[src/rtl/lif_neuron.sv]
// Leaky integrate-and-fire neuron with programmable signed synaptic weights and refractory period.
// Define LIF_ADAPTIVE_THRESHOLD_EN to raise the firing threshold after each fire and let it decay back.
module lif_neuron #(
  parameter int N_IN          = 4,
  parameter int W_WIDTH       = 8,
  parameter int V_WIDTH       = 16,
  parameter int LEAK_SHIFT    = 3,
  parameter int V_THRESH      = 100,
  parameter int V_RESET       = 0,
  parameter int REFRAC_CYCLES = 4,
  parameter int CNT_WIDTH     = 16
) (
  input  logic                                     clk,
  input  logic                                     rst_n,
  input  logic                                     enable,
  input  logic [N_IN-1:0]                          spike_in,
  input  logic [N_IN-1:0]                          spike_valid_in,
  input  logic                                     w_wr_en,
  input  logic [((N_IN > 1) ? $clog2(N_IN) : 1)-1:0] w_wr_addr,
  input  logic signed [W_WIDTH-1:0]                w_wr_data,
  output logic                                     spike_out,
  output logic                                     spike_valid,
  output logic signed [V_WIDTH-1:0]                v_mem,
  output logic                                     refractory,
  output logic [CNT_WIDTH-1:0]                     fire_count
);

  localparam int IW   = V_WIDTH + $clog2(N_IN) + 2;
  localparam int RC_W = (REFRAC_CYCLES > 0) ? $clog2(REFRAC_CYCLES + 1) : 1;
  localparam logic signed [V_WIDTH-1:0] V_RESET_V  = V_WIDTH'(V_RESET);
  localparam logic signed [V_WIDTH-1:0] V_THRESH_V = V_WIDTH'(V_THRESH);
  localparam logic signed [IW-1:0] V_MAX_W = {{(IW-V_WIDTH+1){1'b0}}, {(V_WIDTH-1){1'b1}}};
  localparam logic signed [IW-1:0] V_MIN_W = {{(IW-V_WIDTH+1){1'b1}}, {(V_WIDTH-1){1'b0}}};

  typedef enum logic [0:0] {
    ST_INTEGRATE  = 1'b0,
    ST_REFRACTORY = 1'b1
  } state_t;

  function automatic logic signed [IW-1:0] sext_v(input logic signed [V_WIDTH-1:0] x);
    return {{(IW-V_WIDTH){x[V_WIDTH-1]}}, x};
  endfunction

  function automatic logic signed [IW-1:0] sext_w(input logic signed [W_WIDTH-1:0] x);
    return {{(IW-W_WIDTH){x[W_WIDTH-1]}}, x};
  endfunction

  state_t                      state_r, state_next_s;
  logic signed [W_WIDTH-1:0]   weight_r [N_IN];
  logic [RC_W-1:0]             refrac_cnt_r, cnt_next_s;
  logic signed [IW-1:0]        syn_sum_s, v_wide_s, thresh_eff_s;
  logic signed [V_WIDTH-1:0]   leak_s, v_sat_s, v_next_s;
  logic                        fire_s, spike_next_s, refr_next_s;
  logic [CNT_WIDTH-1:0]        fc_next_s;

`ifdef LIF_ADAPTIVE_THRESHOLD_EN
  localparam int TH_W = V_WIDTH - 1;
  localparam logic [TH_W-1:0] TH_STEP = TH_W'(16);
  localparam logic [TH_W-1:0] TH_MAX  = TH_W'(255);
  logic [TH_W-1:0] th_adapt_r, th_next_s;
`endif

  // Synaptic current, leak, saturation and threshold comparison.
  always_comb begin
    syn_sum_s = '0;
    for (int i = 0; i < N_IN; i++) begin
      if (spike_in[i] && spike_valid_in[i]) begin
        syn_sum_s = syn_sum_s + sext_w(weight_r[i]);
      end else begin
        syn_sum_s = syn_sum_s;
      end
    end
    leak_s   = v_mem >>> LEAK_SHIFT;
    v_wide_s = sext_v(v_mem) - sext_v(leak_s) + syn_sum_s;
    if (v_wide_s > V_MAX_W) begin
      v_sat_s = V_MAX_W[V_WIDTH-1:0];
    end else if (v_wide_s < V_MIN_W) begin
      v_sat_s = V_MIN_W[V_WIDTH-1:0];
    end else begin
      v_sat_s = v_wide_s[V_WIDTH-1:0];
    end
`ifdef LIF_ADAPTIVE_THRESHOLD_EN
    thresh_eff_s = sext_v(V_THRESH_V) + {{(IW-TH_W){1'b0}}, th_adapt_r};
`else
    thresh_eff_s = sext_v(V_THRESH_V);
`endif
    fire_s = (sext_v(v_sat_s) >= thresh_eff_s);
  end

  // Next-state and next-output logic; a disabled cycle holds everything but the spike strobes.
  always_comb begin
    state_next_s = state_r;
    cnt_next_s   = refrac_cnt_r;
    v_next_s     = v_mem;
    spike_next_s = 1'b0;
    refr_next_s  = refractory;
    fc_next_s    = fire_count;
`ifdef LIF_ADAPTIVE_THRESHOLD_EN
    th_next_s    = th_adapt_r;
`endif
    if (enable) begin
      case (state_r)
        ST_INTEGRATE: begin
          if (fire_s) begin
            spike_next_s = 1'b1;
            v_next_s     = V_RESET_V;
            fc_next_s    = (&fire_count) ? fire_count : fire_count + CNT_WIDTH'(1);
`ifdef LIF_ADAPTIVE_THRESHOLD_EN
            th_next_s    = (th_adapt_r >= TH_MAX - TH_STEP) ? TH_MAX : th_adapt_r + TH_STEP;
`endif
            if (REFRAC_CYCLES > 0) begin
              state_next_s = ST_REFRACTORY;
              cnt_next_s   = RC_W'(REFRAC_CYCLES);
              refr_next_s  = 1'b1;
            end else begin
              state_next_s = ST_INTEGRATE;
              cnt_next_s   = '0;
              refr_next_s  = 1'b0;
            end
          end else begin
            v_next_s = v_sat_s;
`ifdef LIF_ADAPTIVE_THRESHOLD_EN
            th_next_s = (th_adapt_r != '0) ? th_adapt_r - TH_W'(1) : th_adapt_r;
`endif
          end
        end
        ST_REFRACTORY: begin
          v_next_s = V_RESET_V;
          if (refrac_cnt_r <= RC_W'(1)) begin
            state_next_s = ST_INTEGRATE;
            cnt_next_s   = '0;
            refr_next_s  = 1'b0;
          end else begin
            cnt_next_s = refrac_cnt_r - RC_W'(1);
          end
        end
        default: begin
          state_next_s = ST_INTEGRATE;
          cnt_next_s   = '0;
          refr_next_s  = 1'b0;
        end
      endcase
    end else begin
      spike_next_s = 1'b0;
    end
  end

  // State and output registers.
  always_ff @(posedge clk) begin
    if (!rst_n) begin
      state_r      <= ST_INTEGRATE;
      refrac_cnt_r <= '0;
      spike_out    <= 1'b0;
      spike_valid  <= 1'b0;
      v_mem        <= V_RESET_V;
      refractory   <= 1'b0;
      fire_count   <= '0;
    end else begin
      state_r      <= state_next_s;
      refrac_cnt_r <= cnt_next_s;
      spike_out    <= spike_next_s;
      spike_valid  <= enable;
      v_mem        <= v_next_s;
      refractory   <= refr_next_s;
      fire_count   <= fc_next_s;
    end
  end

  // Weight table; writes land after this cycle's integration has read the old value.
  always_ff @(posedge clk) begin
    if (!rst_n) begin
      for (int i = 0; i < N_IN; i++) begin
        weight_r[i] <= '0;
      end
    end else if (w_wr_en && (int'(w_wr_addr) < N_IN)) begin
      weight_r[w_wr_addr] <= w_wr_data;
    end else begin
      for (int i = 0; i < N_IN; i++) begin
        weight_r[i] <= weight_r[i];
      end
    end
  end

`ifdef LIF_ADAPTIVE_THRESHOLD_EN
  // Adaptive threshold offset register.
  always_ff @(posedge clk) begin
    if (!rst_n) begin
      th_adapt_r <= '0;
    end else begin
      th_adapt_r <= th_next_s;
    end
  end
`endif

endmodule

[config.mk]
export PLATFORM = sky130hd
export DESIGN_NAME = lif_neuron
export DESIGN_NICKNAME = d
export VERILOG_FILES = /design/src/rtl/lif_neuron.sv
export SDC_FILE = /design/constraint.sdc
export NUM_CORES = 1
export LEC_CHECK = 0
export BUFFER_PORTS_ARGS = -buffer_cell sky130_fd_sc_hd__buf_2
export CAP_MARGIN = 25
export CORE_UTILIZATION = 35
export DETAILED_ROUTE_END_ITERATION = 16
export PLACE_DENSITY = 0.51
export SYNTH_ARGS = -nofsm -noshare
export SYNTH_HDL_FRONTEND = slang
export SYNTH_SLANG_ARGS = --single-unit
export TNS_END_PERCENT = 1
[constraint.sdc]
create_clock -name clk -period 21.1 [get_ports clk]
set_input_delay 1.055 -clock clk [delete_from_list [all_inputs] [get_ports clk]]
set_output_delay 1.055 -clock clk [all_outputs]
set_load 0.1 [all_outputs]
# After elaboration in Yosys (flattened, before gate mapping)
# Memory sizes are Yosys's and may differ from the RTL's.
# Index checks and enable logic that the tools add are counted.
[word_totals]
word_cells = 70
regBits = 39
ramBits = 32
out_inout_bits = 35
inputBits = 22
mem_count = 1
[mem_list]
columns = ["memory", "depth", "word_bits", "read_ports", "rd_clocked_by_memory_dff", "wr", "line_no", "text"]
rows = [
  ["weight_r", 4, 8, 4, 0, 4, "49", "logic signed [W_WIDTH-1:0] weight_r [N_IN];"],
]
[op_classes]
n_eq_ne = 2
n_bitwise = 8
n_mux = 31
order_cmp = 4
addsub = 7
reduce_logical = 10
[ops]
columns = ["op", "count"]
rows = [
  ["$mux 20", 4],
  ["$add 20x8->20", 3],
  ["$mux 16", 3],
  ["$mux 8", 5],
  ["$pmux 16 s2", 1],
  ["$add 17x20->20", 1],
  ["$gt 20x16->1 const B", 1],
  ["$lt 20x16->1 const B", 1],
  ["$sub 16x13->17", 1],
  ["$add 16x1->16 const B", 1],
  ["$ge 16x8->1 const B", 1],
  ["$reduce_and 16->1", 1],
  ["$mux 1", 12],
  ["$reduce_or 8->1", 1],
  ["$mux 3", 2],
  ["$pmux 3 s2", 1],
  ["$logic_and 1x1->1", 4],
  ["$not 1->1", 4],
  ["$or 1x1->1", 4],
  ["$pmux 1 s2", 2],
  ["$reduce_and 4->1", 1],
  ["$le 3x1->1 const B", 1],
  ["$reduce_and 3->1", 1],
  ["$reduce_or 3->1", 1],
  ["5 further kinds", 5],
]

# Logic depth before layout (Yosys ltp)
# Gate-level depths: netlist of the first run.
[depth]
word_depth = 15
ltp_mapped = 45
ltp_nobuf = 43

# Worst setup path before layout of the first run
# OpenSTA, ideal clock, no wires.
[synth_path]
kind = "input port to flip-flop"
startpoint = "input port spike_in[0]"
endpoint = "register fire_count[11]"
required_time_ns = 21.028
cell_stages = 43
setup_ns = 0.072
n_path_buf = 2
arrival_ns = 9.485
slack_ns = 11.542
path_cell_list = "clkbuf_1 and3_1 ha_1 inv_1 fa_1 nor2b_1 o221a_2 a21oi_1 o21a_1 o21ai_0 nor2b_1 fa_1 o21ai_0 ha_1 o21a_1 a21oi_1 a21boi_0 xnor2_1 [7 not listed] nand2_1 o21ai_0 fa_1 inv_1 ha_1 and3_1 nand3_1 a211o_1 nand3_1 xor2_1 and4b_1 a311o_1 o211a_1 o21bai_1 o22ai_2 buf_4 nor4_2 mux2i_1"
[synth_via]
elab_chain_len = 14
word_cells_on_any_way = 15
classes_between = "4 x add/sub; 3 x order compare; 6 x mux; 2 x reduce/logical"
[synth_rtl]
columns = ["item", "line_no", "text"]
rows = [
  ["start, declared", "16", "input logic [N_IN-1:0] spike_in,"],
  ["$logic_and 1x1->1 (*)", "67", "if (spike_in[i] && spike_valid_in[i]) begin"],
  ["$mux 20 (*)", "67", ""],
  ["$add 20x8->20", "68", "syn_sum_s = syn_sum_s + sext_w(weight_r[i]);"],
  ["$mux 20 (*)", "67", ""],
  ["$add 20x8->20", "68", ""],
  ["$mux 20 (*)", "67", ""],
  ["$add 20x8->20", "68", ""],
  ["$mux 20 (*)", "67", ""],
  ["$add 17x20->20 (*)", "74", "v_wide_s = sext_v(v_mem) - sext_v(leak_s) + syn_sum_s;"],
  ["$lt 20x16->1", "77", "end else if (v_wide_s < V_MIN_W) begin"],
  ["$mux 16", "77", ""],
  ["$mux 16 (*)", "75", "if (v_wide_s > V_MAX_W) begin"],
  ["$ge 16x8->1 (*)", "87", "fire_s = (sext_v(v_sat_s) >= thresh_eff_s);"],
  ["$reduce_and 4->1 (no source line) (*)", "--", ""],
  ["end signal, assigned", "165", "fire_count <= fc_next_s;"],
  ["end, declared", "25", "output logic [CNT_WIDTH-1:0] fire_count"],
]
# Mark *: on every way between the ends. The rest lies on a longest branch, timed or not.
# A chain may end at the register's enable or synchronous reset.

# Worst setup path in the final report of the first run
[layout_path]
startpoint = "input port spike_valid_in[0]"
endpoint = "register fire_count[15]"
[layout_via]
elab_chain_len = 14
word_cells_on_any_way = 15
classes_between = "4 x add/sub; 3 x order compare; 6 x mux; 2 x reduce/logical"
[layout_rtl]
columns = ["item", "line_no", "text"]
rows = [
  ["start, declared", "17", "input logic [N_IN-1:0] spike_valid_in,"],
  ["$logic_and 1x1->1 (*)", "67", ""],
  ["$mux 20 (*)", "67", ""],
  ["$add 20x8->20", "68", ""],
  ["$mux 20 (*)", "67", ""],
  ["$add 20x8->20", "68", ""],
  ["$mux 20 (*)", "67", ""],
  ["$add 20x8->20", "68", ""],
  ["$mux 20 (*)", "67", ""],
  ["$add 17x20->20 (*)", "74", ""],
  ["$lt 20x16->1", "77", ""],
  ["$mux 16", "77", ""],
  ["$mux 16 (*)", "75", ""],
  ["$ge 16x8->1 (*)", "87", ""],
  ["$reduce_and 4->1 (no source line) (*)", "--", ""],
]
# Marked as above.

==> results of run 1 <==
==> cell usage after synthesis (4+ instances only) <==
cell type / n / area share (%)
a211o_1: 4 / 0.44
a211oi_1: 8 / 0.76
a21boi_0: 6 / 0.57
a21o_1: 34 / 3.2
a21oi_1: 75 / 4.7
a221oi_1: 4 / 0.44
a22o_1: 11 / 1.2
a31oi_1: 14 / 1.1
and2_1: 47 / 3.7
and3_1: 15 / 1.2
buf_2: 5 / 0.32
clkbuf_1: 27 / 1.3
dfxtp_1: 39 / 9.8
edfxtp_1: 32 / 12
fa_1: 20 / 5.0
ha_1: 66 / 10
inv_1: 68 / 3.2
mux2i_1: 16 / 2.0
nand2_1: 83 / 3.9
nand2b_1: 24 / 1.9
nand3_1: 26 / 1.6
nand4_1: 13 / 1.0
nor2_1: 57 / 2.7
nor2b_1: 12 / 0.95
nor3_1: 31 / 2.0
nor4_2: 5 / 0.79
o211a_1: 7 / 0.88
o211ai_1: 12 / 1.1
o21a_1: 19 / 1.8
o21ai_0: 57 / 3.6
o21ai_1: 6 / 0.38
o21bai_1: 7 / 0.66
o31ai_1: 5 / 0.47
or3_1: 11 / 0.87
or4_1: 6 / 0.57
xnor2_1: 28 / 3.1
xor2_1: 18 / 2.0
==> placed cells by master, fill, tap and decap left out, types with 32 or more instances in the layout <==
master    instances
dfxtp_1          39
nand2_1          83
ha_1             66
buf_2            58
a21oi_1          75
edfxtp_1         32
nor2_1           57
a21o_1           34
inv_1            68
and2_1           47
o21ai_0          57
==> kinds of logic (layout without fill, tap and decap cells) <==
kind of cell / count (synthesis) / after routing / share of synthesized area (%)
compound gates: 314 / 314 / 27.0
xor+xnor: 46 / 46 / 5.08
fa+ha+maj: 88 / 88 / 15.7
simple gates: 349 / 349 / 23.2
mux: 17 / 17 / 2.16
buf+inv: 101 / 149 / 4.91
flops: 71 / 71 / 22.0
==> layout make-up <==
type	instances	area share [%]
Timing Repair Buffer	65	3.99
Multi-Input combinational cell	814	66.0
Clock inverter	1	0.342
Sequential cell	71	19.8
Tap cell	280	3.99
Clock buffer	15	2.93
Inverter	68	2.91
==> stage by stage <==
step / cells / hold slack [ns] / utilization, % / total power, uW
2_1_floorplan: 986 / 0.478 / - / 1010
3_5_place_dp: 1297 / 0.474 / 38.5 / 1220
4_1_cts: 1313 / 0.482 / 39.8 / 1380
6_report: 1314 / 0.480 / 39.9 / 1390
5_1_grt: 1314 / 0.505 / 39.9 / 1520
3_3_place_gp: 1293 / 0.474 / 38.4 / 1230
==> registers in the layout, indices dropped and copies added (netlist names) <==
signal / count
weight_r: 32
state_r: 1
spike_valid: 1
refrac_cnt_r: 3
fire_count: 16
spike_out: 1
v_mem: 16
refractory: 1
==> layer usage <==
layer	GRT usage, %	vias up	routed length, um
li1	-	3723	-
met1	27.4	3367	11000
met2	29.8	176	9460
met3	1.68	9	915
met4	3.32	0	163
met5	0	-	0
==> power by group through the flow <==
stage | sequential [uW] | clock [uW] | combinational (uW)
2_1_floorplan | 300 | 0 | 708
3_3_place_gp | 201 | 0 | 1030
3_5_place_dp | 200 | 0 | 1020
4_1_cts | 197 | 152 | 1030
5_1_grt | 201 | 158 | 1160
6_report | 197 | 148 | 1050
==> final timing paths <==
check	cells after the start	endpoint	startpoint	slack [ns]
min reg2reg	2	fire_count[6]	fire_count[6]	0.48
max reg2reg	42	fire_count[15]	weight_r[0][0]	10.90
min	2	fire_count[6]	fire_count[6]	0.48
max	43	fire_count[15]	spike_valid_in[0]	10.30
==> tightest hold or removal path: stages (launching register included) <==
cell and delay [ns]:
dfxtp_1 0.32, nand2_1 0.06, mux2i_1 0.05
==> results by group, run 1 <==
STA
  – Clk_skew: approximately 0.012 ns
  – Slew Limit Headroom: between 40% and 50%
  – Setup TNS: 0 ns
  – Post-layout min period: between 10 and 15 ns
  – Least-Margin Pin Slew: 0.812 ns
  – RSZ-0062 raised after global routing: false
  – Setup-violating endpoint count in the final report: 0
  – Final Hold Fails: 0
  – Tcrit/Tclk final: roughly half
  – Worst Slack Setup Final: between 10 and 15 ns
  – F_max: approximately 93 MHz
  – Final slew viol count: 0

Place
  – DP HPWL: ~17,000 um
  – Pre-CTS WS: approximately 9.6 ns
  – Placed Area: ~8500 um2
  – Gpl congestion: ~0.87
  – Port buffer count: 56

Power
  – Max IR drop VDD: roughly 80 uV
  – Share of power burned in registers: 14.1%
  – Leakage: approximately 0.0039 uW
  – Cell Int Power: between 600 and 700 uW
  – Clock power share: between 10% and 20%
  – Net Sw Power: approximately 770 uW
  – Power per Cell Area: ~160 nW/um2
  – Combinational share of power: roughly 75%
  – Switching Fraction: a little over half

Drt
  – Detailed Route Iter0 Violations: between 400 and 500
  – DR vias/cell: about 5.5
  – Pre-antenna DRT Iters: 7
  – Detail Route Antenna Nets: 0
  – Routed vias: approximately 7,300
  – WL/cell: 16.4 um
  – Routed wire length: between 20,000 and 25,000 um
  – Drt drc: 0

CTS
  – Clk buf depth: 2
  – H-tree depth: 3
  – Hold-fix buffers, CTS: 0
  – Clock Latency Late Sink: around 0.33 ns
  – Worst-path clk slew: approximately 0.06 ns
  – CTS tree: done
  – CTS resizes: 0
  – Clock sink count: 71
  – Root Driver: clkbuf_16
  – Number of setup buffers added after CTS: 0
  – Number of CTS-inserted buffers: 9

Setup path
  – CP arrival: between 10 and 15 ns
  – Worst setup EP type: flop
  – Crit path kind: input port to flop
  – Required time worst endpoint: around 21 ns
  – CP Launch Type: input port
  – CP max stage delay: 0.50 ns
  – Largest delay share family, worst path: compound AO/OA/AOI/OAI gates
  – Worst Path Buf+Inv: 4
  – Slowest-stage cell, CP: or4_1
  – CP max FO: 26

Floorplan
  – Top Ports: between 50 and 60
  – Die area: 23,300 um2
  – Area of the core: around 22,000 um2
  – Row cnt: 54
  – Initial core utilization: about 36%
  – Die height: 153 um
  – Die X-Extent: between 150 and 200 um

Synth
  – Prevailing post-synth register cell: dfxtp_1
  – Post-synth ARST share: 0%
  – Number of synthesized register bits: 71
  – Syn Nets: ~1,100
  – Sequential area share after synthesis: 22.0%
  – Yosys cell types: 78
  – Mapped Avg Cell Area: around 8.0 um2
  – Post-Synthesis Cell Area: about 7900 um2
  – Synthesized instance count: approximately 1,000
  – Post-synth EDFFs: 32
  – Synth warn: 0

Flow run
  – Max-Cap Viols: 0

Final layout
  – Layout fillers: ~2,300
  – Layout cells sized above 1: slightly below 9%
  – Area of the multi-input gates: between 5000 and 6000 um2
  – # diodes: 0
  – Layout area overhead: 10.8%
  – Reg area: 1740 um2
  – Net count, final: 1,137
  – Cell area after layout: around 8800 um2

Global routing
  – All-Layer GR Usage: about a fifth
  – GRT overflow: 0
  – Pin count of the biggest net entering global routing: 39
  – Vias in the first global route: between 6,000 and 7,000
  – Initial antenna violation count: 0
  – First-pass GRT wire length: 35,300 um

Run status
  – Status: finished, final reports clean

Hold path
  – Class of the worst hold path: flop to flop
No activity file was read; power rests on OpenSTA's default activity.
==> run 2, diff against run 1 <==
--- a/config.mk
+++ b/config.mk
@@ -5,11 +5,12 @@
 export SDC_FILE = /design/constraint.sdc
 export NUM_CORES = 1
 export LEC_CHECK = 0
+export ABC_AREA = 1
 export BUFFER_PORTS_ARGS = -buffer_cell sky130_fd_sc_hd__buf_2
 export CAP_MARGIN = 25
 export CORE_UTILIZATION = 35
 export DETAILED_ROUTE_END_ITERATION = 16
-export PLACE_DENSITY = 0.51
+export PLACE_DENSITY = 0.53
 export SYNTH_ARGS = -nofsm -noshare
 export SYNTH_HDL_FRONTEND = slang
 export SYNTH_SLANG_ARGS = --single-unit
==> constraint.sdc (replaced) <==
create_clock -name clk -period 9 [get_ports clk]
set_input_delay 0.45 -clock clk [delete_from_list [all_inputs] [get_ports clk]]
set_output_delay 0.45 -clock clk [all_outputs]
set_load 0.1 [all_outputs]
==> results by group, run 2 <==
Run status
  – Status: finished, final reports clean

Synth
  – Post-synth ARST share: 0% (unchanged)
  – Post-synth EDFFs: 32 (unchanged)
  – Number of synthesized register bits: 71 (unchanged)
  – Commonest cells post-synth: 304 x nand2_1, 176 x inv_1, 124 x nor2_1, 104 x nand3_1, 87 x a21oi_1
  – Yosys top cell area share: 14.0% (+1.9 points)
  – Post-Synthesis Cell Area: 8150 um2 (+2.8%)
  – Synth warn: 0 (unchanged)
  – Top cells by area, synth: nand2_1 14%, edfxtp_1 12%, ha_1 10%
  – Syn Nets: 1,330 (+22%)
  – Most numerous cell in the Yosys netlist: nand2_1
  – Synthesized instance count: 1,222 (+24%)
  – Yosys cell types: 55 (-29%)
  – Mapped Avg Cell Area: 6.67 um2 (-17%)
  – Sequential area share after synthesis: 21.4% (-0.60 points)
  – Synth area leader: nand2_1
  – Prevailing post-synth register cell: dfxtp_1

STA
  – Post-layout min period: 8.31 ns
  – Least-Margin Pin Slew: 0.947 ns (+0.134 ns)
  – Final Hold Fails: 0 (unchanged)
  – F_max: around 120 MHz
  – Slew Limit Headroom: 36.5% (-8.6 points)
  – Setup-violating endpoint count in the final report: 0 (unchanged)
  – Clk_skew: 0.0111 ns (-0.000446 ns)
  – Worst Slack Setup Final: 0.688 ns (-9.62 ns)
  – RSZ-0062 raised after global routing: false
  – Final slew viol count: 0 (unchanged)
  – Tcrit/Tclk final: roughly 90%
  – Setup TNS: 0 ns (unchanged)

Setup path
  – Largest delay share family, worst path: simple AND/OR/NAND/NOR gates
  – Crit path kind: flop to flop
  – Required time worst endpoint: 9.27 ns (-12.07 ns)
  – RR Startpoint: weight_r[0][0]
  – CP max FO: 11 (-58%)
  – Worst R2R Path Depth: 54 (+29%)
  – CP max stage delay: 0.53 ns (+0.03 ns)
  – CP Launch Type: flop
  – Crit path to: v_mem[13]
  – FF-to-FF End: v_mem[13]
  – Slowest-stage cell, CP: fa_1
  – Levels on crit path: 54 (+26%)
  – Worst Path Buf+Inv: 10 (+6)
  – Critical path origin: weight_r[0][0]
  – Worst setup EP type: flop
  – CP arrival: 8.58 ns (-2.46 ns)
  – R2r setup slk: 0.69 ns (-10.21 ns)

CTS
  – Clock Latency Late Sink: 0.33 ns (about the same)
  – Worst-path clk slew: 0.06 ns (about the same)
  – Number of CTS-inserted buffers: 9 (unchanged)
  – CTS tree: done
  – Clk buf depth: 2 (unchanged)
  – Root Driver: clkbuf_16
  – Hold-fix buffers, CTS: 0 (unchanged)
  – Clock sink count: 71 (unchanged)
  – H-tree depth: 3 (unchanged)

Hold path
  – WHS Path Cells: 3 (+1)
  – Class of the worst hold path: input port to flop

Drt
  – WL/cell: 14.3 um (-13%)
  – Detail Route Antenna Nets: 0 (unchanged)
  – DR vias/cell: 4.95 (-11%)
  – Routed vias: 7,789 (+7.1%)
  – Routed wire length: 22,500 um (+4.8%)
  – Drt drc: 0 (unchanged)
  – Detailed Route Iter0 Violations: 382 (-21%)
  – Pre-antenna DRT Iters: 5 (-2)

Power
  – Max IR drop VDD: 203 uV (+150%)
  – Tot Pwr: 2620 uW (+88%)
  – Power per Cell Area: 286 nW/um2 (+80%)
  – Leakage: 0.00456 uW (+18%)

Floorplan
  – Die X-Extent: 155 um (+1.4%)
  – Die area: 23,900 um2 (+2.8%)
  – Die height: 155 um (+1.4%)
  – Initial core utilization: 35.9% (-0.10 points)
  – Area of the core: 22,700 um2 (+3.1%)
  – Top Ports: 57 (unchanged)
  – Row cnt: 55 (+1.9%)

Final layout
  – Layout fillers: 2,480 (+7.1%)
  – Net count, final: 1,393 (+23%)
  – Top flop regs: weight_r: 32 flops, fire_count: 16 flops, v_mem: 16 flops
  – Final Util: 40.5% (+0.58 points)
  – Layout cells sized above 1: 13.3% (+4.4 points)
  – Non-Filler Instances: 1,575 (+20%)
  – Largest register by flop count: weight_r
  – Layout area overhead: 12.7%
  – # diodes: 0 (unchanged)
  – Most common cell after layout, fill and taps aside: nand2_1
  – Max reg flops: 32 (unchanged)
  – Commonest non-fill, non-tap cells in the layout: 302 x nand2_1, 176 x inv_1, 123 x nor2_1

Global routing
  – Initial antenna violation count: 0 (unchanged)
  – Vias in the first global route: 7,342 (+8.4%)
  – First-pass GRT wire length: 37,100 um (+5.1%)
  – Pin count of the biggest net entering global routing: 28 (-28%)
  – GRT overflow: 0 (unchanged)
  – All-Layer GR Usage: 19.4% (+0.71 points)

Place
  – Total instance count after detailed placement: 1,549 (+19%)
  – Pre-CTS WS: -0.248 ns (-9.83 ns)
  – Gpl congestion: 0.922 (+6.2%)
  – Port buffer count: 56 (unchanged)
  – DP HPWL: 18,400 um (+7.2%)

Flow run
  – Max-Cap Viols: 0 (unchanged)
run 2: changes by cell type after synthesis, sizes merged, moves of 28 or more:
cell	before	now
a21o	34	6
and2	47	3
inv	68	179
nand2	83	328
nand3	26	119
nor2	57	128
run 2: logic make-up (layout without fill, tap and decap cells):
logic type / after synthesis / after routing / share of synthesized area (%)
xor+xnor: 54 / 54 / 5.80
flops: 71 / 71 / 21.4
mux: 3 / 3 / 0.368
buf+inv: 201 / 269 / 10.2
compound gates: 189 / 189 / 12.9
fa+ha+maj: 86 / 86 / 15.0
simple gates: 618 / 618 / 34.4
run 2: repair_timing:
action / CTS / global route
buffers inserted: 0 / 10
resized for setup: 0 / 28
setup endpoints to repair: 0 / 37
run 2: routing by layer:
layer	up-vias	share of wire (%)	track usage, %
met1	3511	52	28.0
met4	0	1.4	4.86
met3	16	3.2	1.54
met2	144	44	31.0
li1	4118	-	-
met5	-	0	0
run 2: worst register-to-register path: cells and delay by family (launching register included):
family	cells	cell delay [ns]
simple gates	27	3.09
fa+ha+maj	7	2.50
xor+xnor	2	0.32
compound gates	8	1.10
buf+inv	10	0.92
flops	1	0.34
run 2: worst min-delay path by stage:
stage / end / slack [ns] / startpoint
3_3_place_gp: refractory / 0.46 / refractory
2_1_floorplan: refrac_cnt_r[2] / 0.48 / refrac_cnt_r[2]
6_report: spike_valid / 0.44 / enable
4_1_cts: spike_valid / 0.43 / enable
5_1_grt: spike_valid / 0.46 / enable
3_5_place_dp: refractory / 0.45 / refractory
run 2: report_power, final:
part	switching [uW]	total, uW	internal [uW]
combinational	1260	1860	597
clock	133	346	214
sequential	43.5	419	376
total	1440	2620	1190
run 2: area by class of cell:
type                            instances  area (um2)  share of cell area (%)
Tap cell                              285         357                    3.88
Multi-Input combinational cell        950        5700                    62.0
Clock inverter                          6        61.3                   0.667
Sequential cell                        71        1740                    19.0
Timing Repair Buffer                   73         420                    4.58
Inverter                              180         681                    7.41
Clock buffer                           10         229                    2.49
run 2: stage by stage:
stage          hold slack, ns  area [um2]
4_1_cts                 0.427        8980
2_1_floorplan           0.478        8150
6_report                0.436        9190
3_3_place_gp            0.457        8690
5_1_grt                 0.462        9190
3_5_place_dp            0.455        8690
==> run 3, diff against run 2 <==
--- a/config.mk
+++ b/config.mk
@@ -8,9 +8,10 @@
 export ABC_AREA = 1
 export BUFFER_PORTS_ARGS = -buffer_cell sky130_fd_sc_hd__buf_2
 export CAP_MARGIN = 25
-export CORE_UTILIZATION = 35
+export CORE_UTILIZATION = 57
 export DETAILED_ROUTE_END_ITERATION = 16
-export PLACE_DENSITY = 0.53
+export GPL_TIMING_DRIVEN = 0
+export PLACE_DENSITY = 0.79
 export SYNTH_ARGS = -nofsm -noshare
 export SYNTH_HDL_FRONTEND = slang
 export SYNTH_SLANG_ARGS = --single-unit
==> results by group, run 3 (same netlist as run 2, synthesis figures left out) <==
Global routing
  – GRT overflow: 0 (unchanged)
  – All-Layer GR Usage: 29.3% (+9.9 points)
  – Vias in the first global route: 7,355 (+0.18%)
  – First-pass GRT wire length: 34,200 um (-7.8%)
  – Pin count of the biggest net entering global routing: 15 (-46%)
  – Initial antenna violation count: 0 (unchanged)

Final layout
  – Net count, final: 1,397 (+0.29%)
  – # diodes: 0 (unchanged)
  – Layout area overhead: 12.2%
  – Most common cell after layout, fill and taps aside: nand2_1
  – Max reg flops: 32 (unchanged)
  – Commonest non-fill, non-tap cells in the layout: 303 x nand2_1, 176 x inv_1, 121 x nor2_1
  – Final Util: 65.7% (+25 points)
  – Largest register by flop count: weight_r
  – Non-Filler Instances: 1,474 (-6.4%)
  – Top flop regs: weight_r: 32 flops, fire_count: 16 flops, v_mem: 16 flops
  – Layout cells sized above 1: 13.3% (+0.036 points)

Drt
  – WL/cell: 14.3 um (about the same)
  – Detail Route Antenna Nets: 0 (unchanged)
  – Routed wire length: 21,100 um (-6.4%)
  – Routed vias: 8,116 (+4.2%)
  – DR vias/cell: 5.51 (+11%)
  – Drt drc: 0 (unchanged)
  – Detailed Route Iter0 Violations: 747 (+96%)
  – Pre-antenna DRT Iters: 6 (+1)

Power
  – Power per Cell Area: 293 nW/um2 (+2.7%)
  – Leakage: 0.00457 uW (+0.30%)
  – Max IR drop VDD: 233 uV (+15%)

Place
  – Pre-CTS WS: -0.0372 ns (+0.211 ns)
  – DP HPWL: 16,700 um (-9.1%)
  – Port buffer count: 52 (-7.1%)
  – Total instance count after detailed placement: 1,454 (-6.1%)
  – Gpl congestion: 1.01 (+9.4%)

CTS
  – Root Driver: clkbuf_16
  – Clock Latency Late Sink: 0.33 ns (about the same)
  – Clock sink count: 71 (unchanged)
  – Number of CTS-inserted buffers: 9 (unchanged)
  – H-tree depth: 3 (unchanged)
  – Worst-path clk slew: 0.06 ns (about the same)
  – CTS tree: done
  – Hold-fix buffers, CTS: 0 (unchanged)
  – Clk buf depth: 2 (unchanged)

Setup path
  – Worst Path Buf+Inv: 10 (unchanged)
  – Crit path kind: input port to flop
  – CP max FO: 10 (-1)
  – CP max stage delay: 0.50 ns (-0.03 ns)
  – CP arrival: 8.71 ns (+0.13 ns)
  – Worst setup EP type: flop
  – Largest delay share family, worst path: simple AND/OR/NAND/NOR gates
  – Required time worst endpoint: 9.22 ns (-0.05 ns)
  – CP Launch Type: input port
  – Slowest-stage cell, CP: fa_1

Hold path
  – Class of the worst hold path: input port to flop

STA
  – Setup TNS: 0 ns (unchanged)
  – Clk_skew: 0.00487 ns (-0.00619 ns)
  – Post-layout min period: 8.49 ns (+0.180 ns)
  – Final Hold Fails: 0 (unchanged)
  – Tcrit/Tclk final: 94.4% (+2.0 points)
  – Slew Limit Headroom: 52.8% (+16 points)
  – Final slew viol count: 0 (unchanged)
  – Worst Slack Setup Final: 0.507 ns (-0.180 ns)
  – Setup-violating endpoint count in the final report: 0 (unchanged)
  – F_max: 118 MHz (-2.1%)
  – Least-Margin Pin Slew: 0.708 ns (-0.238 ns)

Floorplan
  – Area of the core: 13,900 um2 (-39%)
  – Die height: 122 um (-21%)
  – Top Ports: 57 (unchanged)
  – Die area: 14,800 um2 (-38%)
  – Initial core utilization: 58.5% (+23 points)
  – Row cnt: 43 (-22%)
  – Die X-Extent: 122 um (-21%)

Run status
  – Status: finished, final reports clean

Flow run
  – Max-Cap Viols: 0 (unchanged)
-- run 3: cell types whose count changed in the layout (fill, tap and decap cells not counted), moves of 2 or more --
cell       previous run  this run
ha_1                 65        62
clkinv_4              2         0
clkbuf_1              1         7
buf_6                 0         6
buf_4                16         5
ha_2                  0         2
bufinv_16             1         3
nor2_1              123       121
-- run 3: final timing paths --
path | end | cells past startpoint | startpoint | slack [ns]
worst min register to register | refractory | 2 | refractory | 0.47
worst min-delay path | spike_valid | 3 | enable | 0.39
worst max register to register | state_r | 51 | weight_r[0][0] | 0.53
worst max-delay path | state_r | 52 | spike_in[0] | 0.51
-- run 3: worst reg2reg max path, delay by kind of cell (launching register included) --
family,cells,cell delay [ns]
simple gates,23,2.89
fa+ha+maj,7,2.62
compound gates,9,1.19
buf+inv,10,0.88
xor+xnor,2,0.42
flops,1,0.33
-- run 3: repair_timing --
action	4_1_cts	5_1_grt
resized for setup	0	33
setup buffers	0	4
endpoints found under the setup margin	0	37
-- run 3: cell type report --
type	count	area, um2
inverters	180	678
repair buffers	56	290
flip-flops and latches	71	1740
clock buffers	9	225
plain buffers	21	153
multi-input cells	950	5730
well taps	180	225
clock inverters	7	111
fillers	1293	4780
-- run 3: power breakdown --
group,switching (uW),internal (uW),total [uW]
sequential,42.7,376,418
combinational,1250,613,1860
clock,132,268,401
-- run 3: layer usage --
metal | part of all wire, % | wire length (um) | GRT usage, % | vias to the layer above
met4 | 1.7 | 355 | 7.64 | 0
met1 | 46 | 9730 | 40.4 | 3662
met2 | 45 | 9440 | 47.4 | 284
li1 | - | - | - | 4135
met3 | 7.4 | 1570 | 4.82 | 35
met5 | 0 | 0 | 0 | -
-- run 3: metrics by stage --
step           cell area (um2)  power, uW  hold WS [ns]
2_1_floorplan             8150       1790         0.478
3_5_place_dp              8640       2140         0.455
6_report                  9150       2680         0.388
4_1_cts                   8970       2560         0.387
5_1_grt                   9150       2890         0.393
3_3_place_gp              8640       2120         0.452
